$ cat src/rtl/id_ex_stage_if.sv
// Signal bundle between the ID stage / writeback port and the ID/EX staging register.
// master = upstream decode side, slave = the id_ex_stage itself.
interface id_ex_stage_if #(
  parameter int DW = 32,
  parameter int RW = 5
);
  logic          id_valid;
  logic [1:0]    id_alu_op;
  logic [5:0]    id_funct;
  logic          id_alu_src;
  logic          id_reg_dst;
  logic          id_uses_rt;
  logic          id_reg_write;
  logic          id_mem_read;
  logic          id_mem_write;
  logic          id_mem_to_reg;
  logic [RW-1:0] id_rs;
  logic [RW-1:0] id_rt;
  logic [RW-1:0] id_rd;
  logic [DW-1:0] id_rs_data;
  logic [DW-1:0] id_rt_data;
  logic [15:0]   id_imm;
  logic          wb_reg_write;
  logic [RW-1:0] wb_write_reg;
  logic [DW-1:0] wb_data;
  logic          id_hold;
  logic [DW-1:0] ex_A;
  logic [DW-1:0] ex_B;
  logic [2:0]    ex_alu_ctrl;
  logic [DW-1:0] ex_rt_data;
  logic [RW-1:0] ex_write_reg;
  logic          ex_valid;
  logic          ex_reg_write;
  logic          ex_mem_read;
  logic          ex_mem_write;
  logic          ex_mem_to_reg;
  logic          ex_illegal;

  modport master (
    output id_valid, id_alu_op, id_funct, id_alu_src, id_reg_dst, id_uses_rt,
           id_reg_write, id_mem_read, id_mem_write, id_mem_to_reg,
           id_rs, id_rt, id_rd, id_rs_data, id_rt_data, id_imm,
           wb_reg_write, wb_write_reg, wb_data,
    input  id_hold, ex_A, ex_B, ex_alu_ctrl, ex_rt_data, ex_write_reg,
           ex_valid, ex_reg_write, ex_mem_read, ex_mem_write, ex_mem_to_reg, ex_illegal
  );

  modport slave (
    input  id_valid, id_alu_op, id_funct, id_alu_src, id_reg_dst, id_uses_rt,
           id_reg_write, id_mem_read, id_mem_write, id_mem_to_reg,
           id_rs, id_rt, id_rd, id_rs_data, id_rt_data, id_imm,
           wb_reg_write, wb_write_reg, wb_data,
    output id_hold, ex_A, ex_B, ex_alu_ctrl, ex_rt_data, ex_write_reg,
           ex_valid, ex_reg_write, ex_mem_read, ex_mem_write, ex_mem_to_reg, ex_illegal
  );
endinterface

$ cat src/rtl/id_ex_stage.sv
// ID/EX pipeline register: ALU control decode, operand staging, load-use bubble insertion.
// Optional macro ID_EX_WB_BYPASS_EN enables same-cycle writeback-to-operand bypass.
module id_ex_stage #(
  parameter int DW = 32,
  parameter int RW = 5
) (
  input logic         clk,
  input logic         rst_n,
  input logic         stall,
  input logic         flush,
  id_ex_stage_if.slave bus
);

  // {illegal, alu_ctrl[2:0]}
  function automatic logic [3:0] alu_decode(input logic [1:0] op, input logic [5:0] funct);
    logic [3:0] r;
    case (op)
      2'b00:   r = 4'b0_010;
      2'b01:   r = 4'b0_110;
      2'b11:   r = 4'b0_001;
      default: begin
        case (funct)
          6'b100000: r = 4'b0_010;
          6'b100010: r = 4'b0_110;
          6'b100100: r = 4'b0_000;
          6'b100101: r = 4'b0_001;
          6'b101010: r = 4'b0_111;
          default:   r = 4'b1_010;
        endcase
      end
    endcase
    return r;
  endfunction

  function automatic logic signed [DW-1:0] imm_extend(input logic [15:0] imm, input logic zext);
    logic signed [DW-1:0] r;
    r = {{(DW-16){zext ? 1'b0 : imm[15]}}, imm};
    return r;
  endfunction

`ifdef ID_EX_WB_BYPASS_EN
  function automatic logic signed [DW-1:0] wb_bypass(input logic [RW-1:0] idx,
                                                      input logic [DW-1:0] rf_data);
    logic hit;
    hit = bus.wb_reg_write && (bus.wb_write_reg != '0) && (bus.wb_write_reg == idx);
    return hit ? bus.wb_data : rf_data;
  endfunction
`endif

  logic signed [DW-1:0] rs_opnd_p0;
  logic signed [DW-1:0] rt_opnd_p0;
  logic signed [DW-1:0] imm_p0;
  logic [3:0]           dec_p0;
  logic                 haz_p0;

  logic                 vld_p1;
  logic                 reg_write_p1;
  logic                 mem_read_p1;
  logic                 mem_write_p1;
  logic                 mem_to_reg_p1;
  logic                 illegal_p1;
  logic [2:0]           alu_ctrl_p1;
  logic [RW-1:0]        write_reg_p1;
  logic signed [DW-1:0] a_p1;
  logic signed [DW-1:0] b_p1;
  logic signed [DW-1:0] rt_data_p1;

  // ---- p0: decode and operand selection from ID ----
`ifdef ID_EX_WB_BYPASS_EN
  assign rs_opnd_p0 = wb_bypass(bus.id_rs, bus.id_rs_data);
  assign rt_opnd_p0 = wb_bypass(bus.id_rt, bus.id_rt_data);
`else
  logic unused_wb;
  assign unused_wb  = ^{bus.wb_reg_write, bus.wb_write_reg, bus.wb_data};
  assign rs_opnd_p0 = bus.id_rs_data;
  assign rt_opnd_p0 = bus.id_rt_data;
`endif

  always_comb begin
    dec_p0 = alu_decode(bus.id_alu_op, bus.id_funct);
    imm_p0 = imm_extend(bus.id_imm, bus.id_alu_op == 2'b11);
  end

  // Load-use: the load now in EX produces its data too late for the instruction in ID.
  assign haz_p0 = vld_p1 & mem_read_p1 & (write_reg_p1 != '0) &
                  ((write_reg_p1 == bus.id_rs) | (bus.id_uses_rt & (write_reg_p1 == bus.id_rt)));
  assign bus.id_hold = haz_p0 & bus.id_valid;

  // ---- p1: ID/EX register ----
  always_ff @(posedge clk or negedge rst_n) begin
    if (!rst_n) begin
      vld_p1        <= 1'b0;
      reg_write_p1  <= 1'b0;
      mem_read_p1   <= 1'b0;
      mem_write_p1  <= 1'b0;
      mem_to_reg_p1 <= 1'b0;
      illegal_p1    <= 1'b0;
      alu_ctrl_p1   <= 3'b000;
      write_reg_p1  <= '0;
      a_p1          <= '0;
      b_p1          <= '0;
      rt_data_p1    <= '0;
    end else if (!stall) begin
      if (flush || bus.id_hold) begin
        vld_p1        <= 1'b0;
        reg_write_p1  <= 1'b0;
        mem_read_p1   <= 1'b0;
        mem_write_p1  <= 1'b0;
        mem_to_reg_p1 <= 1'b0;
        illegal_p1    <= 1'b0;
        alu_ctrl_p1   <= 3'b010;
        write_reg_p1  <= '0;
        a_p1          <= '0;
        b_p1          <= '0;
        rt_data_p1    <= '0;
      end else begin
        // An empty ID slot still moves data through but never carries side effects.
        vld_p1        <= bus.id_valid;
        reg_write_p1  <= bus.id_valid & bus.id_reg_write & ~dec_p0[3];
        mem_read_p1   <= bus.id_valid & bus.id_mem_read;
        mem_write_p1  <= bus.id_valid & bus.id_mem_write;
        mem_to_reg_p1 <= bus.id_valid & bus.id_mem_to_reg;
        illegal_p1    <= bus.id_valid & dec_p0[3];
        alu_ctrl_p1   <= dec_p0[2:0];
        write_reg_p1  <= bus.id_reg_dst ? bus.id_rd : bus.id_rt;
        a_p1          <= rs_opnd_p0;
        b_p1          <= bus.id_alu_src ? imm_p0 : rt_opnd_p0;
        rt_data_p1    <= rt_opnd_p0;
      end
    end
  end

  assign bus.ex_valid      = vld_p1;
  assign bus.ex_reg_write  = reg_write_p1;
  assign bus.ex_mem_read   = mem_read_p1;
  assign bus.ex_mem_write  = mem_write_p1;
  assign bus.ex_mem_to_reg = mem_to_reg_p1;
  assign bus.ex_illegal    = illegal_p1;
  assign bus.ex_alu_ctrl   = alu_ctrl_p1;
  assign bus.ex_write_reg  = write_reg_p1;
  assign bus.ex_A          = a_p1;
  assign bus.ex_B          = b_p1;
  assign bus.ex_rt_data    = rt_data_p1;

endmodule

$ cat src/flat_wrapper.sv
// flat-port wrapper written by rule: the top's interface ports become plain ports
module id_ex_stage_flat 
#(
  parameter int DW = 32,
  parameter int RW = 5
)
  (clk, rst_n, stall, flush, bus_id_valid, bus_id_alu_op, bus_id_funct, bus_id_alu_src, bus_id_reg_dst, bus_id_uses_rt, bus_id_reg_write, bus_id_mem_read, bus_id_mem_write, bus_id_mem_to_reg, bus_id_rs, bus_id_rt, bus_id_rd, bus_id_rs_data, bus_id_rt_data, bus_id_imm, bus_wb_reg_write, bus_wb_write_reg, bus_wb_data, bus_id_hold, bus_ex_A, bus_ex_B, bus_ex_alu_ctrl, bus_ex_rt_data, bus_ex_write_reg, bus_ex_valid, bus_ex_reg_write, bus_ex_mem_read, bus_ex_mem_write, bus_ex_mem_to_reg, bus_ex_illegal);
  id_ex_stage_if #(.DW(DW), .RW(RW)) bus_i ();
  input logic clk;
  input logic rst_n;
  input logic stall;
  input logic flush;
  input wire logic [$bits(bus_i.id_valid)-1:0] bus_id_valid;
  input wire logic [$bits(bus_i.id_alu_op)-1:0] bus_id_alu_op;
  input wire logic [$bits(bus_i.id_funct)-1:0] bus_id_funct;
  input wire logic [$bits(bus_i.id_alu_src)-1:0] bus_id_alu_src;
  input wire logic [$bits(bus_i.id_reg_dst)-1:0] bus_id_reg_dst;
  input wire logic [$bits(bus_i.id_uses_rt)-1:0] bus_id_uses_rt;
  input wire logic [$bits(bus_i.id_reg_write)-1:0] bus_id_reg_write;
  input wire logic [$bits(bus_i.id_mem_read)-1:0] bus_id_mem_read;
  input wire logic [$bits(bus_i.id_mem_write)-1:0] bus_id_mem_write;
  input wire logic [$bits(bus_i.id_mem_to_reg)-1:0] bus_id_mem_to_reg;
  input wire logic [$bits(bus_i.id_rs)-1:0] bus_id_rs;
  input wire logic [$bits(bus_i.id_rt)-1:0] bus_id_rt;
  input wire logic [$bits(bus_i.id_rd)-1:0] bus_id_rd;
  input wire logic [$bits(bus_i.id_rs_data)-1:0] bus_id_rs_data;
  input wire logic [$bits(bus_i.id_rt_data)-1:0] bus_id_rt_data;
  input wire logic [$bits(bus_i.id_imm)-1:0] bus_id_imm;
  input wire logic [$bits(bus_i.wb_reg_write)-1:0] bus_wb_reg_write;
  input wire logic [$bits(bus_i.wb_write_reg)-1:0] bus_wb_write_reg;
  input wire logic [$bits(bus_i.wb_data)-1:0] bus_wb_data;
  output wire logic [$bits(bus_i.id_hold)-1:0] bus_id_hold;
  output wire logic [$bits(bus_i.ex_A)-1:0] bus_ex_A;
  output wire logic [$bits(bus_i.ex_B)-1:0] bus_ex_B;
  output wire logic [$bits(bus_i.ex_alu_ctrl)-1:0] bus_ex_alu_ctrl;
  output wire logic [$bits(bus_i.ex_rt_data)-1:0] bus_ex_rt_data;
  output wire logic [$bits(bus_i.ex_write_reg)-1:0] bus_ex_write_reg;
  output wire logic [$bits(bus_i.ex_valid)-1:0] bus_ex_valid;
  output wire logic [$bits(bus_i.ex_reg_write)-1:0] bus_ex_reg_write;
  output wire logic [$bits(bus_i.ex_mem_read)-1:0] bus_ex_mem_read;
  output wire logic [$bits(bus_i.ex_mem_write)-1:0] bus_ex_mem_write;
  output wire logic [$bits(bus_i.ex_mem_to_reg)-1:0] bus_ex_mem_to_reg;
  output wire logic [$bits(bus_i.ex_illegal)-1:0] bus_ex_illegal;
  assign bus_i.id_valid = bus_id_valid;
  assign bus_i.id_alu_op = bus_id_alu_op;
  assign bus_i.id_funct = bus_id_funct;
  assign bus_i.id_alu_src = bus_id_alu_src;
  assign bus_i.id_reg_dst = bus_id_reg_dst;
  assign bus_i.id_uses_rt = bus_id_uses_rt;
  assign bus_i.id_reg_write = bus_id_reg_write;
  assign bus_i.id_mem_read = bus_id_mem_read;
  assign bus_i.id_mem_write = bus_id_mem_write;
  assign bus_i.id_mem_to_reg = bus_id_mem_to_reg;
  assign bus_i.id_rs = bus_id_rs;
  assign bus_i.id_rt = bus_id_rt;
  assign bus_i.id_rd = bus_id_rd;
  assign bus_i.id_rs_data = bus_id_rs_data;
  assign bus_i.id_rt_data = bus_id_rt_data;
  assign bus_i.id_imm = bus_id_imm;
  assign bus_i.wb_reg_write = bus_wb_reg_write;
  assign bus_i.wb_write_reg = bus_wb_write_reg;
  assign bus_i.wb_data = bus_wb_data;
  assign bus_id_hold = bus_i.id_hold;
  assign bus_ex_A = bus_i.ex_A;
  assign bus_ex_B = bus_i.ex_B;
  assign bus_ex_alu_ctrl = bus_i.ex_alu_ctrl;
  assign bus_ex_rt_data = bus_i.ex_rt_data;
  assign bus_ex_write_reg = bus_i.ex_write_reg;
  assign bus_ex_valid = bus_i.ex_valid;
  assign bus_ex_reg_write = bus_i.ex_reg_write;
  assign bus_ex_mem_read = bus_i.ex_mem_read;
  assign bus_ex_mem_write = bus_i.ex_mem_write;
  assign bus_ex_mem_to_reg = bus_i.ex_mem_to_reg;
  assign bus_ex_illegal = bus_i.ex_illegal;
  id_ex_stage #(.DW(DW), .RW(RW)) u_core (.clk(clk), .rst_n(rst_n), .stall(stall), .flush(flush), .bus(bus_i));
endmodule
$ cat config.mk
export PLATFORM = sky130hd
export DESIGN_NAME = id_ex_stage_flat
export DESIGN_NICKNAME = d
export VERILOG_FILES = /design/src/rtl/id_ex_stage_if.sv /design/src/rtl/id_ex_stage.sv /design/src/flat_wrapper.sv
export SDC_FILE = /design/constraint.sdc
export NUM_CORES = 1
export LEC_CHECK = 0
export BUFFER_PORTS_ARGS = -buffer_cell sky130_fd_sc_hd__buf_2
export CAP_MARGIN = 10
export CORE_MARGIN = 2
export CORE_UTILIZATION = 25
export CTS_CLUSTER_DIAMETER = 60
export CTS_CLUSTER_SIZE = 10
export DETAILED_ROUTE_END_ITERATION = 10
export PLACE_DENSITY = 0.54
export SETUP_SLACK_MARGIN = 0.02
export SKIP_CTS_REPAIR_TIMING = 1
export SYNTH_ARGS = -nofsm -noshare
export SYNTH_HDL_FRONTEND = slang
export SYNTH_SLANG_ARGS = --single-unit
$ cat constraint.sdc
create_clock -name clk -period 3.6 [get_ports clk]
set_input_delay 0.54 -clock clk [delete_from_list [all_inputs] [get_ports clk]]
set_output_delay 0.54 -clock clk [all_outputs]
set_load 0.03 [all_outputs]
# Word level (Yosys, flattened, before mapping)
# Cells that the tools add are included.
[totals] register_bits=110 output_inout_bits=111 wordCells=52
[classes] n_eq_ne=9 muxes=16 n_bitwise=13 n_reduce_logical=3
[op_table] cell="$mux W32" count=4
[op_table] cell="$eq A6 B6 Y1 const B" count=5
[op_table] cell="$pmux W4 S5" count=1
[op_table] cell="$pmux W4 S3" count=1
[op_table] cell="$and A1 B1 Y1" count=11
[op_table] cell="$eq A5 B5 Y1" count=2
[op_table] cell="$mux W5" count=2
[op_table] cell="$mux W1" count=7
[op_table] cell="$reduce_bool A5 Y1" count=1
[op_table] cell="$mux W3" count=1
[op_table] cell="$eq A2 B1 Y1 const B" count=1
[op_table] cell="$eq A2 B2 Y1 const B" count=1
[op_table] cell="$logic_not A2 Y1" count=1
[op_table] cell="$logic_or A1 B1 Y1" count=1
[op_table] cell="$not A1 Y1" count=1
[op_table] cell="$or A1 B1 Y1" count=1

# Depth between registers and ports, before layout
# Gate-level depths: netlist of the first run.
[logic_depth] word_depth=7 depth_mapped=6 depth_no_buf=4

# Worst setup path after synthesis of the first run
# Ideal clock, no wire load.
[synth_path] path_kind="reg-to-output" from="register u_core.write_reg_p1[0] (netlist: u_core.bus.ex_write_reg[0])" to="output port bus_id_hold" t_arrival_ns=1.760 required_time_ns=3.060 slack_ns=1.300 path_stages_with_launch=6 path_cell_list="dfrtp_1 -> or4_1 -> o2111ai_1 -> buf_4 -> buf_4 -> nor2_1"
[synth_via] elab_chain_len=5
[synth_rtl] element="from (decl)" line_no="id_ex_stage.sv:63" text="logic [RW-1:0] write_reg_p1;"
[synth_rtl] element="from (signal assigned)" line_no="id_ex_stage.sv:125" text="write_reg_p1 <= bus.id_reg_dst ? bus.id_rd : bus.id_rt;"
[synth_rtl] element="$eq A5 B5 Y1" line_no="id_ex_stage.sv:86" text="((write_reg_p1 == bus.id_rs) | (bus.id_uses_rt & (write_reg_p1 == bus.id_rt)));"
[synth_rtl] element="$and A1 B1 Y1" line_no="id_ex_stage.sv:86"
[synth_rtl] element="$or A1 B1 Y1" line_no="id_ex_stage.sv:86"
[synth_rtl] element="$and A1 B1 Y1 *" line_no="id_ex_stage.sv:85" text="assign haz_p0 = vld_p1 & mem_read_p1 & (write_reg_p1 != '0) &"
[synth_rtl] element="$and A1 B1 Y1 *" line_no="id_ex_stage.sv:87" text="assign bus.id_hold = haz_p0 & bus.id_valid;"
[synth_rtl] element="to (decl)" line_no="flat_wrapper.sv:32" text="output wire logic [$bits(bus_i.id_hold)-1:0] bus_id_hold;"
# Mark *: on every way between the ends. The rest lies on a longest branch, timed or not.

# Worst setup path in the final report of the first run
# Ends and elaborated chain as after synthesis.

==> run metrics, run 1 <==
run status finished, final reports clean; grt total ovfl 0; Chip Width around 150 um; NetSw 1288 uW; Peak VDD IR approximately 0.00027 V; slowest CP cell or4_1; CTS tree done; FMAX 0.4168 GHz; Detailed Route Iter0 Violations approximately 310; Seq pwr share 41.7%; Post-Syn Area about 0.0056 mm^2; switch share 35.96%; Worst setup SP type flop; Lkg Pwr 0.003533 uW; detailed-placement wirelength estimate ~12000 um; DRC errors left 0; port bufs 225; # IOs 264; clock share of power between 20% and 30%; post-synthesis register bit count 110; Worst-Margin Slew 0.9986 ns; layout cell share with drive strength beyond 1 ~33%; Post-layout nets between 900 and 1000; Max-Cap Viols 0; internal reg-to-reg setup slack 1.24 ns; antenna violations before repair 1; area grow syn2layout 30.75%; synth warn 0; CP arrival around 1.9 ns; Initial Utilization 25.62%; worst reg2reg path depth 5; FF-to-FF Start u_core.bus.ex_write_reg[0]; CTS clk-pin slew, worst paths 0.08 ns; via-per-instance ratio just over 5; cell area after layout 0.007332 mm^2; Slew HR roughly 33%; sequence of cells on the critical path or4_1, o2111ai_2, nor2_1, buf_2; Reg-to-Reg End u_core.bus.ex_B[9]; H-tree depth 3; clk_lat worst skew ~0.35 ns; setup violators final 0; Worst Hold Class in2async; # rows 54; critical path class reg2out; Netlist cell types 41; Die Y-Extent between 150 and 200 um; Syn Nets between 700 and 800; Avg WL per Cell approximately 18 um; TNS Setup 0 ns; DRT Pass-1 Iters 4; Tot GR Track Use between 10% and 20%; Final Max Tran Viols 0; most frequent cells in the layout buf_2, dfrtp_1, nand2_1; Avg Synthesized Cell Area between 9 and 10 um^2; Die Area between 0.02 and 0.025 mm^2; CTS buffer count 9; CTS Buffer Depth 2; first-pass GRT wire length approximately 30000 um; Seq/Total Area, Yosys between 40% and 50%; slowest stage delay, CP approximately 0.6 ns; crit end category output pin; Int Power around 2300 uW; vias in the first global route about 5500; clk_skew just under 0.009 ns; Core ar. ~0.022 mm^2; PwrDens approximately 500 mW/mm^2; clk root buf clkbuf_16; crit path max fanout 5; Via Count 5423; GP Congestion between 0.7 and 0.8; placed cell area about 0.0070 mm^2; fin crit share between 60% and 70%; drt total wl roughly 19000 um; CP required approximately 3.1 ns; Gate power share a little under 30%; clock sinks 110; ANT nets after route 0; most common cell after layout, fill and taps aside buf_2; unrepaired setup endpoints after global routing no; final-report hold violation count 0; cell count after synthesis between 500 and 600; Tmin final 2.399 ns; largest net degree at the start of global routing 69
## critical path, delay by kind of cell (launching register included)
kind	cells	cell delay, ns
AND/OR/NAND/NOR	2	0.67
flip-flops	1	0.45
AO/OA/AOI/OAI	1	0.22
buffers and inverters	1	0.17
## cells in the mapped netlist (all sizes together)
| master | number | area (um^2) |
|---|---|---|
| a21o | 1 | 7.510 |
| a21oi | 5 | 25.02 |
| a22oi | 1 | 7.510 |
| a2bb2oi | 68 | 595.6 |
| a311oi | 1 | 8.760 |
| a31oi | 1 | 6.260 |
| a32o | 1 | 10.01 |
| a32oi | 34 | 297.8 |
| a41o | 1 | 10.01 |
| and2 | 2 | 12.51 |
| and3 | 1 | 6.260 |
| buf | 16 | 86.33 |
| clkbuf | 42 | 157.7 |
| dfrtp | 110 | 2753 |
| inv | 19 | 71.32 |
| mux2 | 20 | 225.2 |
| mux2i | 1 | 10.01 |
| nand2 | 95 | 356.6 |
| nand2b | 2 | 12.51 |
| nand3 | 4 | 20.02 |
| nand4 | 1 | 6.260 |
| nor2 | 4 | 15.01 |
| nor2b | 1 | 6.260 |
| nor3 | 1 | 5.000 |
| nor3b | 1 | 7.510 |
| nor4bb | 1 | 10.01 |
| o2111a | 1 | 11.26 |
| o2111ai | 2 | 17.52 |
| o211ai | 2 | 15.01 |
| o21ai | 90 | 450.4 |
| o21bai | 3 | 22.52 |
| o22a | 1 | 8.760 |
| o22ai | 17 | 106.4 |
| o31ai | 16 | 120.1 |
| o32ai | 1 | 8.760 |
| o41ai | 1 | 16.27 |
| or2 | 1 | 6.260 |
| or4 | 1 | 7.510 |
| xnor2 | 10 | 87.58 |
## layout make-up
cell class,instances,area [um^2]
Clock inverter,4,55.05
Tap cell,280,350.3
Clock buffer,11,242.7
Fill cell,2302,14560
Sequential cell,110,2753
Antenna cell,1,2.502
Multi-Input combinational cell,393,2569
Timing Repair Buffer,236,1289
Inverter,19,71.32
## worst max path at each step
stage | from | to | slack (ns) | cells after the start
finish | u_core.bus.ex_write_reg[0] | bus_id_hold | 1.20 | 4
global route | u_core.bus.ex_write_reg[4] | bus_id_hold | 1.07 | 5
CTS | u_core.bus.ex_write_reg[1] | bus_id_hold | 1.19 | 4
detailed placement | bus_id_valid | u_core.bus.ex_A[3] | 1.23 | 5
global placement | u_core.bus.ex_write_reg[0] | u_core.bus.ex_A[20] | 1.25 | 5
floorplan | u_core.bus.ex_write_reg[0] | bus_id_hold | 1.30 | 5
## through the flow
step | utilization, % | hold WS (ns) | power, uW | setup WS (ns) | cells
6_report | 33.49 | 0.1810 | 3582 | 1.201 | 1054
5_1_grt | 33.48 | 0.2066 | 3776 | 1.069 | 1053
4_1_cts | 33.48 | 0.1978 | 3639 | 1.190 | 1053
3_5_place_dp | 32.12 | 0.4736 | 2567 | 1.231 | 1038
3_3_place_gp | 32.12 | 0.4665 | 2556 | 1.254 | 1038
2_1_floorplan | - | 0.2444 | 2168 | 1.300 | 580
## power by group through the flow
| stage | Combinational (uW) | Sequential, uW | Clock, uW |
|---|---|---|---|
| 6_report | 1040 | 1490 | 1050 |
| 5_1_grt | 1130 | 1520 | 1130 |
| 4_1_cts | 1050 | 1490 | 1090 |
| 3_5_place_dp | 1050 | 1510 | 0 |
| 3_3_place_gp | 1040 | 1510 | 0 |
| 2_1_floorplan | 339 | 1830 | 0 |
## kinds of logic (layout without fill, tap and decap cells)
logic type	after synthesis	count (layout)	synth area share, %
multiplexers	21	21	4.195
flip-flops	110	110	49.09
XOR/XNOR	10	10	1.562
AO/OA/AOI/OAI	247	247	31.12
AND/OR/NAND/NOR	115	115	8.412
other	0	1	0
buffers and inverters	77	270	5.622
## routing by layer
layer	share of wire (%)	vias up	wire [um]	GRT usage (%)
met5	0.069	-	13	0
met1	45	2656	8481	20.79
met4	1.2	2	231	3.757
li1	-	2549	-	-
met3	7.7	15	1449	4.369
met2	46	201	8591	25.29
Note: power is estimated with default switching activity, not from simulation.
==> inputs of run 2 (changes only) <==
PLACE_DENSITY = 0.56   (was 0.54)
clock period = 2.1 ns   (was 3.6 ns; I/O delays follow)
==> run 2 against run 1 <==
  * Clock-buffer cell count shrank 2
  * Worst hold slack worse by 0.15 ns
  * Global-route usage fell by 0.42 points
  * Core utilization increased by 0.68 points
  * Worst setup slack got worse by 1.2 ns
  * Clock skew rose by 0.0027 ns
  * Register-to-register slack lost 1.1 ns
  * Critical path type unchanged
  * Critical endpoint unchanged
  * Largest cell class unchanged
==> run metrics, run 2 (synthesis gave the netlist of run 1 again) <==
Antenna Cells 0; drt total wl approximately 18000 um; area grow syn2layout 33.40%; most frequent cells in the layout buf_2, dfrtp_1, nand2_1; Initial Utilization between 20% and 30%; slowest stage delay, CP approximately 0.53 ns; ANT nets after route 0; Tot GR Track Use between 15 and 20%; CTS clk-pin slew, worst paths around 0.080 ns; CP arrival 1.78 ns; Worst setup SP type flop; sequence of cells on the critical path or4_4, o2111ai_4, nor2_1, buf_4; Tmin final around 2.1 ns; most common cell after layout, fill and taps aside buf_2; CTS buffer count 9; fin crit share approximately 100%; DRC errors left 0; GP Congestion between 0.7 and 0.8; DRT Pass-1 Iters 4; Avg WL per Cell ~17 um; final non-filler cell total roughly 1100; Core Util, Final 34.17%; layout cell share with drive strength beyond 1 between 30 and 40%; unrepaired setup endpoints after global routing yes; clk root buf clkbuf_16; Chip Width ~150 um; Peak VDD IR approximately 0.00035 V; clk_skew approximately 0.011 ns; Worst-Margin Slew slightly above 0.8 ns; # rows 54; Die Y-Extent around 150 um; crit path max fanout 5; Slew HR 46.22%; crit end category output pin; slowest CP cell or4_4; final-report hold violation count 0; Core ar. 0.02189 mm^2; antenna violations before repair 1; Final Max Tran Viols 0; detailed-placement wirelength estimate 11980 um; Via Count about 5400; run status finished, final reports clean; vias in the first global route 5361; critical path class reg2out; H-tree depth 3; FMAX 0.4767 GHz; Cells after DPL around 1000; Detailed Route Iter0 Violations between 200 and 300; Die Area 0.02365 mm^2; first-pass GRT wire length 29380 um; PwrDens approximately 820 mW/mm^2; Lkg Pwr 0.003601 uW; port bufs approximately 230; via-per-instance ratio 5.080; clock sinks between 100 and 150; Post-layout nets 934; Max-Cap Viols 0; CTS tree done; setup violators final 0; largest net degree at the start of global routing about 110; clk_lat worst skew 0.36 ns; CTS Buffer Depth 2; grt total ovfl 0; final-layout fill cell count 2340; # IOs between 200 and 300; Worst Hold Class in2async; CP required roughly 1.8 ns
## run 2: cell count changes in the layout (fill, tap and decap cells not counted), moves of 2 or more
cell	delta
dfrtp_1	-2
buf_12	+3
buf_4	+10
dfrtp_2	+2
clkinv_4	+2
## run 2: where the power goes
| part | leakage, uW | internal, uW | switching [uW] | total (uW) |
|---|---|---|---|---|
| Combinational | 0.00210 | 622 | 1220 | 1840 |
| Clock | 0.000138 | 929 | 844 | 1770 |
| Sequential | 0.00136 | 2390 | 166 | 2560 |
| Total | 0.00360 | 3940 | 2230 | 6170 |
## run 2: final timing paths
| check | from | endpoint | slack, ns | depth (start not counted) |
|---|---|---|---|---|
| setup / recovery | u_core.bus.ex_write_reg[2] | bus_id_hold | 0.002 | 4 |
| hold / removal | rst_n | u_core.bus.ex_rt_data[25] | 0.03 | 2 |
| setup reg to reg | u_core.bus.ex_write_reg[2] | u_core.bus.ex_B[4] | 0.18 | 5 |
| hold reg to reg | u_core.bus.ex_rt_data[21] | u_core.bus.ex_rt_data[21] | 0.49 | 2 |
| max in group asynchronous | rst_n | u_core.bus.ex_write_reg[4] | 1.58 | 2 |
| min in group clk | bus_id_rs_data[16] | u_core.bus.ex_A[16] | 0.20 | 3 |
## run 2: area by class of cell
type / count / area [um^2] / area share (%)
inverters: 19 / 71.32 / 0.9533
well taps: 280 / 350.3 / 4.683
repair buffers: 248 / 1419 / 18.97
clock buffers: 9 / 225.2 / 3.011
clock inverters: 6 / 71.32 / 0.9533
flip-flops and latches: 110 / 2755 / 36.83
multi-input cells: 393 / 2589 / 34.60
## run 2: per-stage QoR
step | setup WS, ns | hold WS (ns) | total power [uW] | instance area (um^2) | setup TNS, ns
final | 0.002382 | 0.02956 | 6171 | 7481 | 0
after floorplan | 0.02477 | 0.01941 | 3717 | 5608 | 0
after global placement | 0.1876 | 0.4619 | 4402 | 7122 | 0
after CTS | -0.1358 | 0.05789 | 6236 | 7418 | -0.1358
after detailed placement | 0.1689 | 0.4560 | 4423 | 7122 | 0
after global routing | -0.07678 | 0.07136 | 6518 | 7481 | -0.07678
## run 2: critical path: cells and delay by family, from the launching register on
family | cells | cell delay, ns
buffers and inverters | 1 | 0.16
and+or+nand+nor | 2 | 0.59
AOI/OAI and AO/OA | 1 | 0.23
DFF | 1 | 0.45
## run 2: per-layer routing
layer	up-vias	track usage, %	share of wire, %
li1	2567	-	-
met1	2633	20.70	46
met2	193	23.58	45
met3	15	4.481	7.3
met4	2	4.281	1.6
met5	-	0	0.060
